[src/rtl/tx_frame_scheduler_pkg.sv]
// Shared types for the UART response scheduler: FSM state encoding, source IDs
// and the round-robin arbitration rule.
package tx_frame_scheduler_pkg;

    localparam int unsigned STATE_W = 2;
    localparam int unsigned BL_W    = 2;

    typedef enum logic [STATE_W-1:0] {
        IDLE    = 2'd0,
        SEND    = 2'd1,
        WAIT_HI = 2'd2,
        WAIT_LO = 2'd3
    } sched_state_e;

    typedef enum logic {
        SRC_RD  = 1'b0,
        SRC_ALU = 1'b1
    } src_id_e;

    localparam logic [BL_W-1:0] BYTES_RD  = 2'd1;
    localparam logic [BL_W-1:0] BYTES_ALU = 2'd2;

    // A lone full slot wins outright; on a tie the source not served last time wins.
    function automatic src_id_e pick_src(input logic rd_full, input logic alu_full,
                                         input src_id_e rr_last);
        src_id_e src;
        src = SRC_RD;
        if (alu_full && rd_full) begin
            src = (rr_last == SRC_RD) ? SRC_ALU : SRC_RD;
        end else if (alu_full) begin
            src = SRC_ALU;
        end
        return src;
    endfunction

endpackage

[src/rtl/tx_frame_scheduler_resp_slot.sv]
// One-deep response buffer: captures a strobed word, releases it on drain and
// flags a strobe that finds the slot occupied.
module resp_slot #(
    parameter int unsigned W = 8
) (
    input  logic         clk,
    input  logic         rst_n,
    input  logic [W-1:0] wdata,
    input  logic         strobe,
    input  logic         drain,
    output logic [W-1:0] data,
    output logic         full,
    output logic         full_nxt_c,
    output logic         ovf_c
);

    logic accept_c;

    // A drain in the same cycle frees the slot for the incoming word.
    assign accept_c = strobe && (!full || drain);
    assign ovf_c    = strobe && full && !drain;

    always_comb begin
        full_nxt_c = full;
        if (accept_c) begin
            full_nxt_c = 1'b1;
        end else if (drain) begin
            full_nxt_c = 1'b0;
        end
    end

    always_ff @(posedge clk or negedge rst_n) begin
        if (!rst_n) begin
            data <= '0;
            full <= 1'b0;
        end else begin
            full <= full_nxt_c;
            if (accept_c) begin
                data <= wdata;
            end
        end
    end

endmodule

[src/rtl/tx_frame_scheduler.sv]
// Buffers register-read and ALU responses, arbitrates between them and feeds
// them LSB-first, one byte at a time, to the UART transmitter.
module tx_frame_scheduler
    import tx_frame_scheduler_pkg::*;
#(
    parameter int unsigned width   = 8,
    parameter int unsigned BUSY_TO = 16
) (
    input  logic                 CLK,
    input  logic                 RST,
    input  logic [width-1:0]     RdData,
    input  logic                 Rd_valid,
    input  logic [2*width-1:0]   ALU_out,
    input  logic                 ALU_out_valid,
    input  logic                 Tx_Busy,
    output logic [width-1:0]     Tx_Data,
    output logic                 Tx_Data_valid,
    output logic                 Sched_busy,
    output logic                 Ovf_err
);

    localparam int unsigned FW    = 2 * width;
    localparam int unsigned CNT_W = $clog2(BUSY_TO + 1);
    localparam logic [CNT_W-1:0] TO_LAST = CNT_W'(BUSY_TO - 1);

    sched_state_e          state;
    sched_state_e          state_nxt;
    logic [FW-1:0]         frame;
    logic [BL_W-1:0]       bytes_left;
    logic [CNT_W-1:0]      to_cnt;
    src_id_e               rr_last;
    src_id_e               serve_c;

    logic [width-1:0]      rd_data;
    logic                  rd_full;
    logic                  rd_full_nxt_c;
    logic                  rd_ovf_c;
    logic [FW-1:0]         alu_data;
    logic                  alu_full;
    logic                  alu_full_nxt_c;
    logic                  alu_ovf_c;

    logic                  rd_drain_c;
    logic                  alu_drain_c;
    logic                  rr_upd_c;
    logic                  issue_c;
    logic                  shift_c;
    logic                  cnt_inc_c;

    resp_slot #(.W(width)) u_rd_slot (
        .clk        (CLK),
        .rst_n      (RST),
        .wdata      (RdData),
        .strobe     (Rd_valid),
        .drain      (rd_drain_c),
        .data       (rd_data),
        .full       (rd_full),
        .full_nxt_c (rd_full_nxt_c),
        .ovf_c      (rd_ovf_c)
    );

    resp_slot #(.W(FW)) u_alu_slot (
        .clk        (CLK),
        .rst_n      (RST),
        .wdata      (ALU_out),
        .strobe     (ALU_out_valid),
        .drain      (alu_drain_c),
        .data       (alu_data),
        .full       (alu_full),
        .full_nxt_c (alu_full_nxt_c),
        .ovf_c      (alu_ovf_c)
    );

    assign serve_c = pick_src(rd_full, alu_full, rr_last);

    always_ff @(posedge CLK or negedge RST) begin
        if (!RST) begin
            state <= IDLE;
        end else begin
            state <= state_nxt;
        end
    end

    // Next state: a byte is retried if busy never rises within BUSY_TO cycles.
    always_comb begin
        state_nxt = state;
        case (state)
            IDLE: begin
                if (rd_full || alu_full) begin
                    state_nxt = SEND;
                end
            end
            SEND: begin
                state_nxt = WAIT_HI;
            end
            WAIT_HI: begin
                if (Tx_Busy) begin
                    state_nxt = WAIT_LO;
                end else if (to_cnt == TO_LAST) begin
                    state_nxt = SEND;
                end
            end
            WAIT_LO: begin
                if (!Tx_Busy) begin
                    state_nxt = (bytes_left == BYTES_ALU) ? SEND : IDLE;
                end
            end
            default: begin
                state_nxt = IDLE;
            end
        endcase
    end

    // Per-state datapath controls.
    always_comb begin
        rd_drain_c  = 1'b0;
        alu_drain_c = 1'b0;
        rr_upd_c    = 1'b0;
        issue_c     = 1'b0;
        shift_c     = 1'b0;
        cnt_inc_c   = 1'b0;
        case (state)
            IDLE: begin
                if (rd_full || alu_full) begin
                    alu_drain_c = (serve_c == SRC_ALU);
                    rd_drain_c  = (serve_c == SRC_RD);
                    rr_upd_c    = rd_full && alu_full;
                end
            end
            SEND: begin
                issue_c = 1'b1;
            end
            WAIT_HI: begin
                cnt_inc_c = !Tx_Busy;
            end
            WAIT_LO: begin
                shift_c = !Tx_Busy;
            end
            default: begin
            end
        endcase
    end

    always_ff @(posedge CLK or negedge RST) begin
        if (!RST) begin
            frame         <= '0;
            bytes_left    <= '0;
            to_cnt        <= '0;
            rr_last       <= SRC_RD;
            Tx_Data       <= '0;
            Tx_Data_valid <= 1'b0;
            Ovf_err       <= 1'b0;
            Sched_busy    <= 1'b0;
        end else begin
            if (alu_drain_c) begin
                frame      <= alu_data;
                bytes_left <= BYTES_ALU;
            end else if (rd_drain_c) begin
                frame      <= FW'(rd_data);
                bytes_left <= BYTES_RD;
            end else if (shift_c) begin
                frame      <= frame >> width;
                bytes_left <= bytes_left - BL_W'(1);
            end

            if (rr_upd_c) begin
                rr_last <= serve_c;
            end

            if (issue_c) begin
                to_cnt <= '0;
            end else if (cnt_inc_c) begin
                to_cnt <= to_cnt + CNT_W'(1);
            end

            Tx_Data_valid <= issue_c;
            if (issue_c) begin
                Tx_Data <= frame[width-1:0];
            end

            Ovf_err    <= rd_ovf_c || alu_ovf_c;
            Sched_busy <= (state_nxt != IDLE) || rd_full_nxt_c || alu_full_nxt_c;
        end
    end

endmodule

[config.mk]
export PLATFORM = sky130hd
export DESIGN_NAME = tx_frame_scheduler
export DESIGN_NICKNAME = d
export VERILOG_FILES = /design/src/rtl/tx_frame_scheduler_pkg.sv /design/src/rtl/tx_frame_scheduler_resp_slot.sv /design/src/rtl/tx_frame_scheduler.sv
export SDC_FILE = /design/constraint.sdc
export NUM_CORES = 1
export LEC_CHECK = 0
export CAP_MARGIN = 20
export CORE_ASPECT_RATIO = 1.5
export CORE_UTILIZATION = 54
export CTS_CLUSTER_SIZE = 30
export DETAILED_ROUTE_END_ITERATION = 10
export PLACE_DENSITY = 0.87
export SYNTH_ARGS = -nofsm -noshare
export SYNTH_HDL_FRONTEND = slang
export SYNTH_SLANG_ARGS = --single-unit
export TNS_END_PERCENT = 20
[constraint.sdc]
create_clock -name CLK -period 2.16 [get_ports CLK]
set_input_delay 0.216 -clock CLK [delete_from_list [all_inputs] [get_ports CLK]]
set_output_delay 0.216 -clock CLK [all_outputs]
set_load 0.1 [all_outputs]
==> run_results.csv <==
group,metric,value,unit
sta,finalSetupViolations,0,
clock_tree,numCtsBuffers,9,
synth,synth_compound_area_share,13.6,%
sta,fmax,0.493,GHz
synth,synth_cell_types,37,
final_layout,final_layout_size_suffix_gt1_share,26.0,%
sta,period_needed,2.03,ns
global_routing,grt_pass1_wl,8960,um
placement,portBuffers,39,
pwr,p_per_area,1680,nW/um2
synth,yosys.area_share.simple,9.49,%
synth,ys_ff_latch,63,
floorplanning,coreArea,4850,um2
placement,gp_congestion,0.895,
worst_setup_path,reg2reg_slack,0.13,ns
synth,synth_xor_area_share,0.318,%
floorplanning,ios,40,
sta,fin_ws,0.132,ns
final_layout,fillers,356,
clock_tree,postCtsResizedCells,0,
worst_setup_path,r2r_start,"to_cnt[0]$_DFFE_PN0P_",
synth,synth.cell_area,2760,um2
synth,syn_inst,222,
route,wl_per_cell,15.6,um
route,ant_nets,0,
route,drt_wl_total,5290,um
placement,dpl.hpwl,3780,um
route,drt-initial-drc-count,84,
pwr,switching_share,40.5,%
worst_setup_path,critPathRequiredTime,2.36,ns
pwr,vdd_drop_max,0.000901,V
synth,avgSynthCellArea,12.4,um2
floorplanning,start_util,56.8,%
synth,synthAdderAreaFrac,1.36,%
pwr,internal_power,3.41,mW
synth,synthArstFlopShare,100,%
sta,tightest_slew,0.703,ns
sta,slew_headroom,53.2,%
clock_tree,cts_setup_buffers,0,
clock_tree,clockBufferDepth,2,
worst_setup_path,cp_max_fo,5,
sta,clock_skew,0.00784,ns
floorplanning,die_y,89.5,um
synth,synth_top_family_by_area,"multiplexers",
global_routing,grt_overflow,0,
sta,rsz0062_at_grt,"false",
sta,fin_crit_sh,93.9,%
pwr,clockPowerShare,19.1,%
synth,syn_nets,254,
final_layout,nets,301,
route,dr.pass1.iters,4,
sta,setup_tns,0,ns
global_routing,grt_max_degree,33,
worst_setup_path,crit_path_end_kind,"register",
route,via_count,1927,
placement,place_ws,0.173,ns
synth,synth.yosys.seq_area_share,57.2,%
run,maxCapViolations,0,
clock_tree,path_clk_slew,0.07,ns
clock_tree,cts_tree,"done",
floorplanning,die_x,60.3,um
synth,synth_warnings,0,
pwr,p_switching,2.32,mW
final_layout,synthToLayoutAreaGrowth,24.1,%
global_routing,grt_pass1_vias,1907,
worst_setup_path,crit_path_start,"to_cnt[0]$_DFFE_PN0P_",
synth,synth-edff-count,0,
worst_setup_path,arrival,2.23,ns
clock_tree,cts_hold_buf,1,
route,post_drt_via_cell_ratio,5.68,
global_routing,grt_usage,23.5,%
floorplanning,die_area,5400,um2
sta,hold_viol,0,
synth,ys.flop_type,"dfrtp_1",
pwr,p_comb_share,45.2,%
pwr,sequentialPowerShare,35.7,%
sta,slew_violations,0,
pwr,power.leakage,1.56,nW
worst_setup_path,r2r_end,"Sched_busy$_DFF_PN0_",
clock_tree,clock_sinks,63,
global_routing,antenna_found_initial,0,
synth,synthMuxAreaShare,15.3,%
min_path,hold_class,"in -> async",
route,drc,0,
floorplanning,num_rows,31,
status,outcome,"finished clean",
worst_setup_path,crit_type,"reg -> reg",
final_layout,antenna_cells,0,
clock_tree,root_buffer,"clkbuf_8",
clock_tree,cts-htree-levels,3,
clock_tree,clock_latency,0.33,ns
worst_setup_path,start_kind,"register",
worst_setup_path,rr_worst_depth,6,
==> cell usage in the layout, fill, tap and decap left out, drive strengths merged, types with 4 or more instances in the layout <==
master and n:
clkdlybuf4s50 27, clkbuf 11, nor2 15, nand2b 4, a21oi 10, a2bb2oi 8
o21ai 8, mux2 33, dfrtp 63, o31ai 9, mux2i 5, nand2 16
a22o 9, buf 19
==> final cells by class <==
type                            instances  area (um2)  share of cell area [%]
Clock buffer                           11         141                    4.14
Clock inverter                          4        70.1                    2.05
Timing Repair Buffer                   47         433                    12.7
Inverter                                3        11.3                   0.329
Sequential cell                        63        1580                    46.1
Tap cell                               66        82.6                    2.42
Multi-Input combinational cell        145        1100                    32.3
==> routing by layer <==
layer / wire, um / global-route usage [%] / vias up
met5: 0 / 0 / -
met4: 196 / 14.2 / 0
met3: 173 / 4.78 / 18
met2: 2800 / 38.6 / 51
met1: 2120 / 27.9 / 955
li1: - / - / 903
==> cell families (layout without fill, tap and decap cells) <==
family,Yosys count,in the layout
buf+inv,14,65
mux,38,38
flops,63,63
simple gates,52,52
compound gates,51,51
xor+xnor,1,1
fa+ha+maj,3,3
==> sequential cells by signal, indices dropped and copies added (netlist names) <==
name / flops
Ovf_err: 1
Sched_busy: 1
Tx_Data: 8
Tx_Data_valid: 1
bytes_left: 2
frame: 16
rr_last: 1
state: 2
to_cnt: 5
u_alu_slot.data: 16
u_alu_slot.full: 1
u_rd_slot.data: 8
u_rd_slot.full: 1
==> through the flow <==
step	util, %	hold WS [ns]	cell area [um2]	power (mW)	std cells
6_report	70.5	0.462	3420	5.73	339
3_3_place_gp	65.9	0.294	3200	4.54	323
2_1_floorplan	-	-0.0796	2760	4.04	222
4_1_cts	70.5	0.468	3420	5.77	339
5_1_grt	70.5	0.482	3420	6.07	339
3_5_place_dp	65.9	0.305	3200	4.65	323
==> synthesized netlist by cell type (2+ instances only) <==
| library cell | count | area (um2) |
|---|---|---|
| mux2_2 | 33 | 372 |
| nand2_1 | 15 | 56.3 |
| nor2b_1 | 3 | 18.8 |
| ha_1 | 3 | 37.5 |
| nor3b_1 | 2 | 15.0 |
| o21ai_0 | 7 | 35.0 |
| buf_6 | 2 | 22.5 |
| nand3_1 | 2 | 10.0 |
| o31ai_1 | 9 | 67.6 |
| buf_2 | 3 | 15.0 |
| o211ai_1 | 2 | 15.0 |
| inv_1 | 3 | 11.3 |
| nor2_1 | 14 | 52.6 |
| or2_1 | 2 | 12.5 |
| nand3b_1 | 2 | 15.0 |
| nand2b_1 | 4 | 25.0 |
| dfrtp_1 | 63 | 1580 |
| mux2i_1 | 5 | 50.1 |
| a2bb2oi_1 | 8 | 70.1 |
| a21oi_1 | 9 | 45.0 |
| and3_1 | 3 | 18.8 |
| clkbuf_1 | 5 | 18.8 |
| a22o_1 | 9 | 78.8 |
==> worst max-delay path: stages, from the launching register on <==
cell and delay (ns):
dfrtp_1 0.42, ha_1 0.23, and3_1 0.19, ha_1 0.20, nor3b_1 0.21, o31ai_1 0.12
or4_1 0.52
==> power by group through the flow <==
stage	combinational, mW	sequential, mW	clock [mW]
floorplan	1.42	2.62	0
CTS	2.61	2.05	1.12
detailed placement	2.59	2.07	0
finish	2.59	2.05	1.09
global placement	2.50	2.04	0
global route	2.80	2.11	1.16
==> worst max-delay path by stage <==
stage                                      end  slack (ns)  depth (start not counted)
final                     Sched_busy$_DFF_PN0_        0.13                          6
after floorplan           Sched_busy$_DFF_PN0_        0.30                          6
after detailed placement  Sched_busy$_DFF_PN0_        0.17                          6
after global routing      Sched_busy$_DFF_PN0_        0.06                          6
after global placement    Sched_busy$_DFF_PN0_        0.25                          6
after CTS                 Sched_busy$_DFF_PN0_        0.14                          6
Power figures use the tool's default switching activity.
